==> config.mk <==
export PLATFORM = sky130hd
export DESIGN_NAME = parking_slot_manager
export DESIGN_NICKNAME = d
export VERILOG_FILES = /design/src/rtl/parking_slot_manager.sv
export SDC_FILE = /design/constraint.sdc
export NUM_CORES = 1
export LEC_CHECK = 0
export CAP_MARGIN = 10
export CORE_MARGIN = 5
export CORE_UTILIZATION = 57
export CTS_BUF_LIST = sky130_fd_sc_hd__clkbuf_8
export DETAILED_ROUTE_END_ITERATION = 10
export GPL_TIMING_DRIVEN = 0
export PLACE_DENSITY = 0.95
export RECOVER_POWER = 50
export SLEW_MARGIN = 30
export SYNTH_ARGS = -nofsm -noshare
export SYNTH_HDL_FRONTEND = slang
export SYNTH_SLANG_ARGS = --single-unit
==> constraint.sdc <==
create_clock -name clk -period 6.9 [get_ports clk]
set_input_delay 1.38 -clock clk [delete_from_list [all_inputs] [get_ports clk]]
set_output_delay 1.38 -clock clk [all_outputs]
set_load 0.02 [all_outputs]
==> src/rtl/parking_slot_manager.sv <==
// parking_slot_manager: per-slot occupancy, entry timestamps and visit counts
// for NUM_SLOTS parking slots, with a two-cycle exit billing FSM and a
// saturating revenue accumulator.
//
// Optional feature macro: PARK_OVERSTAY_EN (per-slot overstay flags and an
// overstay surcharge on exit). When undefined, overstay is tied to 0 and no
// surcharge is applied.
//
// Ports:
//   clk, reset            clock, synchronous active-high reset
//   car_enter, car_exit   single-cycle requests
//   car_sel               1-based slot number
//   timer_count           free-running tick counter (wraps)
//   ready                 request will be accepted this cycle
//   slot_state            per-slot occupied flags
//   enter_time_flat       per-slot entry timestamps, packed by slot
//   visit_cnt_flat        per-slot saturating entry counts, packed by slot
//   occupancy/full/empty  lot occupancy status
//   exit_valid/exit_cost/exit_slot  completed exit billing result
//   revenue               saturating sum of all fees
//   err/err_code          error pulse and held cause
//   overstay              per-slot overstay flags
module parking_slot_manager #(
  parameter int unsigned NUM_SLOTS = 3,
  parameter int unsigned SEL_W     = 4,
  parameter int unsigned TIME_W    = 10,
  parameter int unsigned COST_W    = 16,
  parameter int unsigned CNT_W     = 8,
  parameter int unsigned RATE      = 1,
  parameter int unsigned BASE_FEE  = 0,
  parameter int unsigned MAX_STAY  = 500,
  parameter int unsigned PENALTY   = 50
) (
  input  logic                        clk,
  input  logic                        reset,
  input  logic                        car_enter,
  input  logic                        car_exit,
  input  logic [SEL_W-1:0]            car_sel,
  input  logic [TIME_W-1:0]           timer_count,
  output logic                        ready,
  output logic [NUM_SLOTS-1:0]        slot_state,
  output logic [NUM_SLOTS*TIME_W-1:0] enter_time_flat,
  output logic [NUM_SLOTS*CNT_W-1:0]  visit_cnt_flat,
  output logic [SEL_W-1:0]            occupancy,
  output logic                        full,
  output logic                        empty,
  output logic                        exit_valid,
  output logic [COST_W-1:0]           exit_cost,
  output logic [SEL_W-1:0]            exit_slot,
  output logic [COST_W-1:0]           revenue,
  output logic                        err,
  output logic [2:0]                  err_code,
  output logic [NUM_SLOTS-1:0]        overstay
);

  // Wide enough for BASE_FEE + dur*RATE + PENALTY without overflow.
  localparam int unsigned CALC_W = TIME_W + COST_W + 34;
  localparam logic [CALC_W-1:0] COST_MAX = (CALC_W'(1) << COST_W) - CALC_W'(1);

  typedef enum logic {IDLE, CALC} state_t;
  state_t state, next_state;

  logic [TIME_W-1:0]    enter_time [NUM_SLOTS];
  logic [CNT_W-1:0]     visit_cnt  [NUM_SLOTS];
  logic [NUM_SLOTS-1:0] sel_hit;
  logic                 sel_valid;
  logic                 sel_occ;
  logic [TIME_W-1:0]    sel_time;
  logic [TIME_W-1:0]    dur;
  logic                 pen_now;
  logic [2:0]           req_err;
  logic                 do_enter;
  logic                 do_exit;
  logic [TIME_W-1:0]    calc_dur;
  logic                 calc_pen;
  logic [SEL_W-1:0]     calc_slot;
  logic [CALC_W-1:0]    fee_full;
  logic [COST_W-1:0]    fee;
  logic [COST_W:0]      rev_sum;

`ifdef PARK_OVERSTAY_EN
  localparam logic OVR_EN = 1'b1;
  logic [TIME_W-1:0] elapsed [NUM_SLOTS];

  always_comb begin
    for (int unsigned i = 0; i < NUM_SLOTS; i++) begin
      elapsed[i] = timer_count - enter_time[i];
    end
  end

  always_ff @(posedge clk) begin
    if (reset) begin
      overstay <= '0;
    end else begin
      for (int unsigned i = 0; i < NUM_SLOTS; i++) begin
        overstay[i] <= slot_state[i]
                       && (CALC_W'(elapsed[i]) > CALC_W'(MAX_STAY))
                       && !(do_exit && sel_hit[i]);
      end
    end
  end
`else
  localparam logic OVR_EN = 1'b0;

  always_comb begin
    overstay = '0;
  end
`endif

  // Slot decode by comparison rather than indexing so out-of-range
  // selections never address the per-slot arrays.
  always_comb begin
    sel_hit  = '0;
    sel_time = '0;
    for (int unsigned i = 0; i < NUM_SLOTS; i++) begin
      sel_hit[i] = (car_sel == SEL_W'(i + 1));
      if (sel_hit[i]) begin
        sel_time = enter_time[i];
      end
    end
    sel_valid = |sel_hit;
    sel_occ   = |(sel_hit & slot_state);
    dur       = timer_count - sel_time;
    pen_now   = OVR_EN && (CALC_W'(dur) > CALC_W'(MAX_STAY));
  end

  always_comb begin
    ready = (state == IDLE);
  end

  always_comb begin
    req_err = 3'd0;
    if (car_enter || car_exit) begin
      if (!ready)                      req_err = 3'd5;
      else if (car_enter && car_exit)  req_err = 3'd4;
      else if (!sel_valid)             req_err = 3'd1;
      else if (car_enter && sel_occ)   req_err = 3'd2;
      else if (car_exit && !sel_occ)   req_err = 3'd3;
    end
    do_enter = car_enter && (req_err == 3'd0);
    do_exit  = car_exit  && (req_err == 3'd0);
  end

  always_ff @(posedge clk) begin
    if (reset) state <= IDLE;
    else       state <= next_state;
  end

  always_comb begin
    next_state = state;
    case (state)
      IDLE:    if (do_exit) next_state = CALC;
      CALC:    next_state = IDLE;
      default: next_state = IDLE;
    endcase
  end

  always_comb begin
    fee_full = CALC_W'(BASE_FEE) + CALC_W'(calc_dur) * CALC_W'(RATE);
    if (calc_pen) begin
      fee_full = fee_full + CALC_W'(PENALTY);
    end
    fee     = (fee_full > COST_MAX) ? '1 : fee_full[COST_W-1:0];
    rev_sum = {1'b0, revenue} + {1'b0, fee};
  end

  always_ff @(posedge clk) begin
    if (reset) begin
      slot_state <= '0;
      occupancy  <= '0;
      err        <= 1'b0;
      err_code   <= '0;
      exit_valid <= 1'b0;
      exit_cost  <= '0;
      exit_slot  <= '0;
      revenue    <= '0;
      calc_dur   <= '0;
      calc_pen   <= 1'b0;
      calc_slot  <= '0;
      for (int unsigned i = 0; i < NUM_SLOTS; i++) begin
        enter_time[i] <= '0;
        visit_cnt[i]  <= '0;
      end
    end else begin
      err        <= (req_err != 3'd0);
      exit_valid <= 1'b0;
      if (req_err != 3'd0) begin
        err_code <= req_err;
      end
      for (int unsigned i = 0; i < NUM_SLOTS; i++) begin
        if (sel_hit[i] && do_enter) begin
          slot_state[i] <= 1'b1;
          enter_time[i] <= timer_count;
          if (visit_cnt[i] != '1) begin
            visit_cnt[i] <= visit_cnt[i] + 1'b1;
          end
        end
        if (sel_hit[i] && do_exit) begin
          slot_state[i] <= 1'b0;
        end
      end
      if (do_enter)     occupancy <= occupancy + 1'b1;
      else if (do_exit) occupancy <= occupancy - 1'b1;
      if (do_exit) begin
        calc_dur  <= dur;
        calc_pen  <= pen_now;
        calc_slot <= car_sel;
      end
      if (state == CALC) begin
        exit_valid <= 1'b1;
        exit_cost  <= fee;
        exit_slot  <= calc_slot;
        revenue    <= rev_sum[COST_W] ? '1 : rev_sum[COST_W-1:0];
      end
    end
  end

  always_comb begin
    enter_time_flat = '0;
    visit_cnt_flat  = '0;
    for (int unsigned i = 0; i < NUM_SLOTS; i++) begin
      enter_time_flat[i*TIME_W +: TIME_W] = enter_time[i];
      visit_cnt_flat[i*CNT_W +: CNT_W]    = visit_cnt[i];
    end
  end

  always_comb begin
    full  = (occupancy == SEL_W'(NUM_SLOTS));
    empty = (occupancy == '0);
  end

endmodule
======== Word level (Yosys, flattened, before mapping) ========
Memory sizes are Yosys's and may differ from the RTL's.
Index checks and enable logic that the tools add are counted.
operators by class
  bitwise gates (word level) .............. 8
  equality and inequality tests ........... 7
  add/subtract/negate cells ............... 7
  multiplexer cells ....................... 45
  reduce and logical (&&, ||, !) cells .... 22
  magnitude comparators ................... 1
operators by type and width
  operator                                                          number
  two-way mux 10 bit                                                6
  two-way mux 16 bit                                                2
  two-way mux 1 bit                                                 25
  adder 8 x 1 -> 8 bit (second input constant)                      3
  two-way mux 8 bit                                                 3
  inequality test 8 bit (second input constant)                     3
  adder 16 x 16 -> 17 bit                                           1
  greater-than comparator 10 x 16 -> 1 bit (second input constant)  1
  == test 4 x 2 -> 1 bit (second input constant)                    3
  logical AND 1 bit                                                 11
  subtractor 10 bit                                                 1
  two-way mux 3 bit                                                 3
  two-way mux 4 bit                                                 2
  two-way mux 2 bit                                                 3
  bitwise OR 1 bit                                                  6
  OR reduction 2 bit                                                3
  OR reduction 3 bit                                                2
  adder 4 x 1 -> 4 bit (second input constant)                      1
  == test 4 x 1 -> 1 bit (second input constant)                    1
  zero test 4 bit                                                   1
  subtractor 4 x 1 -> 4 bit (second input constant)                 1
  bitwise AND 3 bit                                                 1
  zero test 3 bit                                                   1
  nonzero test 3 bit                                                1
  other kinds (5)                                                   5
word-level totals
  memories ................................ 2
  memory bits (writable) .................. 54
  register bits ........................... 63
  output and inout port bits .............. 108
  input bits .............................. 18
memories
  name        depth  bits a word  rd ports  clocked after Yosys merged registers in  wr ports  line  source
  enter_time  3      10           3         0                                        3         63    logic [TIME_W-1:0] enter_time [NUM_SLOTS];
  visit_cnt   3      8            3         0                                        3         64    logic [CNT_W-1:0] visit_cnt [NUM_SLOTS];

======== Logic depth before layout (Yosys ltp) ========
  word-level depth ........................ 18
  mapped depth ............................ 14
  gate-level depth less buffers ........... 12

======== Worst setup path after synthesis ========
No wires, ideal clock.
  path type ............................... in2reg
  from .................................... input car_sel[1]
  to ...................................... register calc_dur[9]
  data arrival time ....................... 3.731 ns
  cell stages on the path ................. 12
  buffers on the path ..................... 2
  setup time .............................. 0.079 ns
  required time ........................... 6.821 ns
  path slack .............................. 3.091 ns
  cell sequence ........................... buf_6 -> clkbuf_1 -> mux2_2 -> a22oi_1 -> nor2_1 -> ha_1 -> nand2b_1 -> a21oi_1 -> nor3_1 -> o31ai_1 -> or4b_1 -> o211ai_1
between the ends
  cells in the longest elaborated chain, start to end .. 13
  elaborated cells on any way between the ends .. 21
ends and longest elaborated chain
  item                                                              line  source
  start: declaration                                                38    input logic [SEL_W-1:0] car_sel,
  == test 4 x 1 -> 1 bit or == test 4 x 2 -> 1 bit (tied branches)  116   sel_hit[i] = (car_sel == SEL_W'(i + 1));
  bitwise AND 3 bit                                                 122   sel_occ = |(sel_hit & slot_state);
  OR reduction 3 bit                                                122
  zero test 1 bit                                                   138   else if (car_exit && !sel_occ) req_err = 3'd3;
  logical AND 1 bit                                                 138
  two-way mux 2 bit                                                 138
  two-way mux 2 bit                                                 137   else if (car_enter && sel_occ) req_err = 3'd2;
  two-way mux 2 bit                                                 136   else if (!sel_valid) req_err = 3'd1;
  two-way mux 3 bit                                                 135   else if (car_enter && car_exit) req_err = 3'd4;
  two-way mux 3 bit                                                 134   if (!ready) req_err = 3'd5;
  two-way mux 3 bit                                                 133   if (car_enter || car_exit) begin
  zero test 3 bit                                                   141   do_exit = car_exit && (req_err == 3'd0);
  logical AND 1 bit                                                 141
  end signal: assignment                                            205   calc_dur <= dur;
  end: declaration                                                  74    logic [TIME_W-1:0] calc_dur;
Several ways; a longest one is shown, not always the timed one.
A chain may end at the register's enable or synchronous reset.

======== Worst setup path after layout ========
Same ends and word-level chain as after synthesis.

==> metrics.cfg <==
[run_status]
status=finished with violations
violations=capacitance limit, slew limit

[global_route]
gr-total-overflow=0
grt_pass1_wl_microns=23600
antenna_found_initial=1
grt_max_degree=18
grt_usage=0.253
grt_pass1_vias=4786

[run]
maxCapViolCount=1

[logic_synthesis]
synth-edff-count=54
avgSynthCellArea_sq_um=10.1
yosys.cell_types.count=61
syn-cell-area_sq_um=5690
synthTopCellsByArea=edfxtp_1, dfxtp_1, ha_1
synth_top_area_share=0.285
yosys_warnings=0
syn_inst=562
ys_ff_latch=111
synth_area_leader_cell=edfxtp_1
synth_ff_type=dfxtp_1
ys_seq_area_frac=0.486
ys_async_sr_fraction=0

[placed_design]
dpl-instance-area_sq_um=7020
numPortBuffers=112
dp_hpwl_microns=11500
routabilityCongestion=0.955

[drt]
vias=4912
wirelength_microns=15200
drtIter0Drc=252
wire_per_inst_microns=18.3
first_pass_iters=5
vias_per_cell=5.90
final_antenna_net_count=0
drc_errors=0

[clock_network]
cts_tree=built
post_cts_resized=0
cts_buffer_depth=2
holdBufCountCts=0
path_clk_slew_ps=100
cts_setup_buffers=0
numCtsBuffers=9
htreeDepth=3
clock_latency_ps=380
clkSinkCount=111
cts-root-buf=clkbuf_8

[power]
power_density_nw_per_um2=179
p_leak_nw=2.84
max-vdd-ir-drop_v=0.000139

[timing]
fin_crit_ps=4360
fin_setup_tns_ps=0
worstMarginPinSlew_ps=1740
rsz0062_at_grt=false
relSlewSlack=-0.178
skew_ps=14.0
max_freq_ghz=0.229
post-route-period-util=0.632
hold_violations=0
setup_viol=0
finalMaxSlewViolations=11

[min_path]
min_from=calc_slot[0]
hold_class=register to register

[finish]
post-route-util=0.735
multi_input_area_sq_um=2700
fin_area_sq_um=7180
regArea_sq_um=2760
nNetsFinal=739
final_common_cell=dlygate4sd3_1
n_fill_cell=705
syn_to_final_growth_pct=26.2
drive_above_1_share=0.0758
final_cell_mix=dlygate4sd3_1, nor2_1, dfxtp_1
diodes=0

[worst_setup_path]
worst-setup-path-type=primary input to register
cp-startpoint=car_sel[1]
worstPathRequired_ps=7210
cp-end-kind=register
r2r_setup_slack_ps=3260
crit_fanout=10
cp.arrival_ps=4680
reg2reg_from=calc_dur[0]
startpoint_type=primary input

[die]
std_cell_rows=36
fp.dieH_microns=110
ioPinCount=126
die_w_microns=110
coreArea_sq_um=9770
die-area_sq_um=12100
start_util=0.582

## power by group
part,internal [mW],total (mW),switching (mW)
registers,0.707,0.721,0.0146
clock network,0.185,0.399,0.214
logic,0.0678,0.164,0.0965
## stage by stage
stage	power (mW)	cells	hold slack [ps]	worst slack (ps)
after floorplan	0.834	570	436	3090
after global placement	0.899	815	448	2210
after detailed placement	0.905	816	453	2520
after CTS	1.29	832	466	2920
after global routing	1.33	832	487	2350
final	1.28	832	467	2540
## final timing paths
| check | to | cells after the start |
|---|---|---|
| setup / recovery | calc_dur[9] | 12 |
| hold / removal | calc_slot[0] | 2 |
| setup reg to reg | revenue[7] | 9 |
| hold reg to reg | calc_slot[0] | 2 |
## state kept, by name, indices dropped and copies added, names as in the netlist, 3 cells and up
signal      count
revenue        16
slot_state      3
occupancy       4
calc_dur       10
exit_cost      10
exit_slot       4
enter_time     30
visit_cnt      24
calc_slot       4
err_code        3
## cell usage after synthesis (all sizes together), types with 4 or more instances
| library cell | number |
|---|---|
| inv | 14 |
| or3 | 4 |
| a211oi | 14 |
| ha | 24 |
| a311oi | 4 |
| a21o | 7 |
| a22o | 8 |
| o21ai | 20 |
| dfxtp | 57 |
| nand2b | 5 |
| and3 | 18 |
| nor3 | 12 |
| mux2i | 14 |
| mux2 | 11 |
| xor2 | 18 |
| buf | 20 |
| a21oi | 27 |
| nand3 | 14 |
| nand2 | 45 |
| xnor2 | 19 |
| clkbuf | 16 |
| nor2b | 5 |
| o21a | 5 |
| edfxtp | 54 |
| nor2 | 80 |
## routing by layer
layer / global-route usage / vias to the layer above / wire length [microns]
met4: 0.102 / 2 / 436
li1: - / 2261 / -
met3: 0.0622 / 51 / 1330
met5: 0 / - / 13
met2: 0.426 / 269 / 7410
met1: 0.312 / 2329 / 6030
## critical path: stages
cell and delay [ps]:
clkbuf_1 380, clkbuf_1 560, mux2_2 420, a22oi_1 160, nor2_1 70, ha_1 220, nand2b_1 170, a21oi_1 270
nor3_1 140, o31ai_1 350, or4b_1 480, o211ai_1 90
## area by class of cell
type | count | area share
repair buffers | 113 | 0.157
clock inverters | 5 | 0.00697
multi-input cells | 409 | 0.375
flip-flops and latches | 111 | 0.385
inverters | 14 | 0.00732
plain buffers | 36 | 0.0246
clock buffers | 11 | 0.0211
well taps | 133 | 0.0232
## kinds of logic after synthesis
logic type,synth area share
DFF,0.486
AOI/OAI and AO/OA,0.150
other,0.000659
adders and majority gates,0.0633
buffers and inverters,0.0420
xor gates and xnor gates,0.0570
and+or+nand+nor,0.155
muxes,0.0471
No activity file was read; power rests on OpenSTA's default activity.
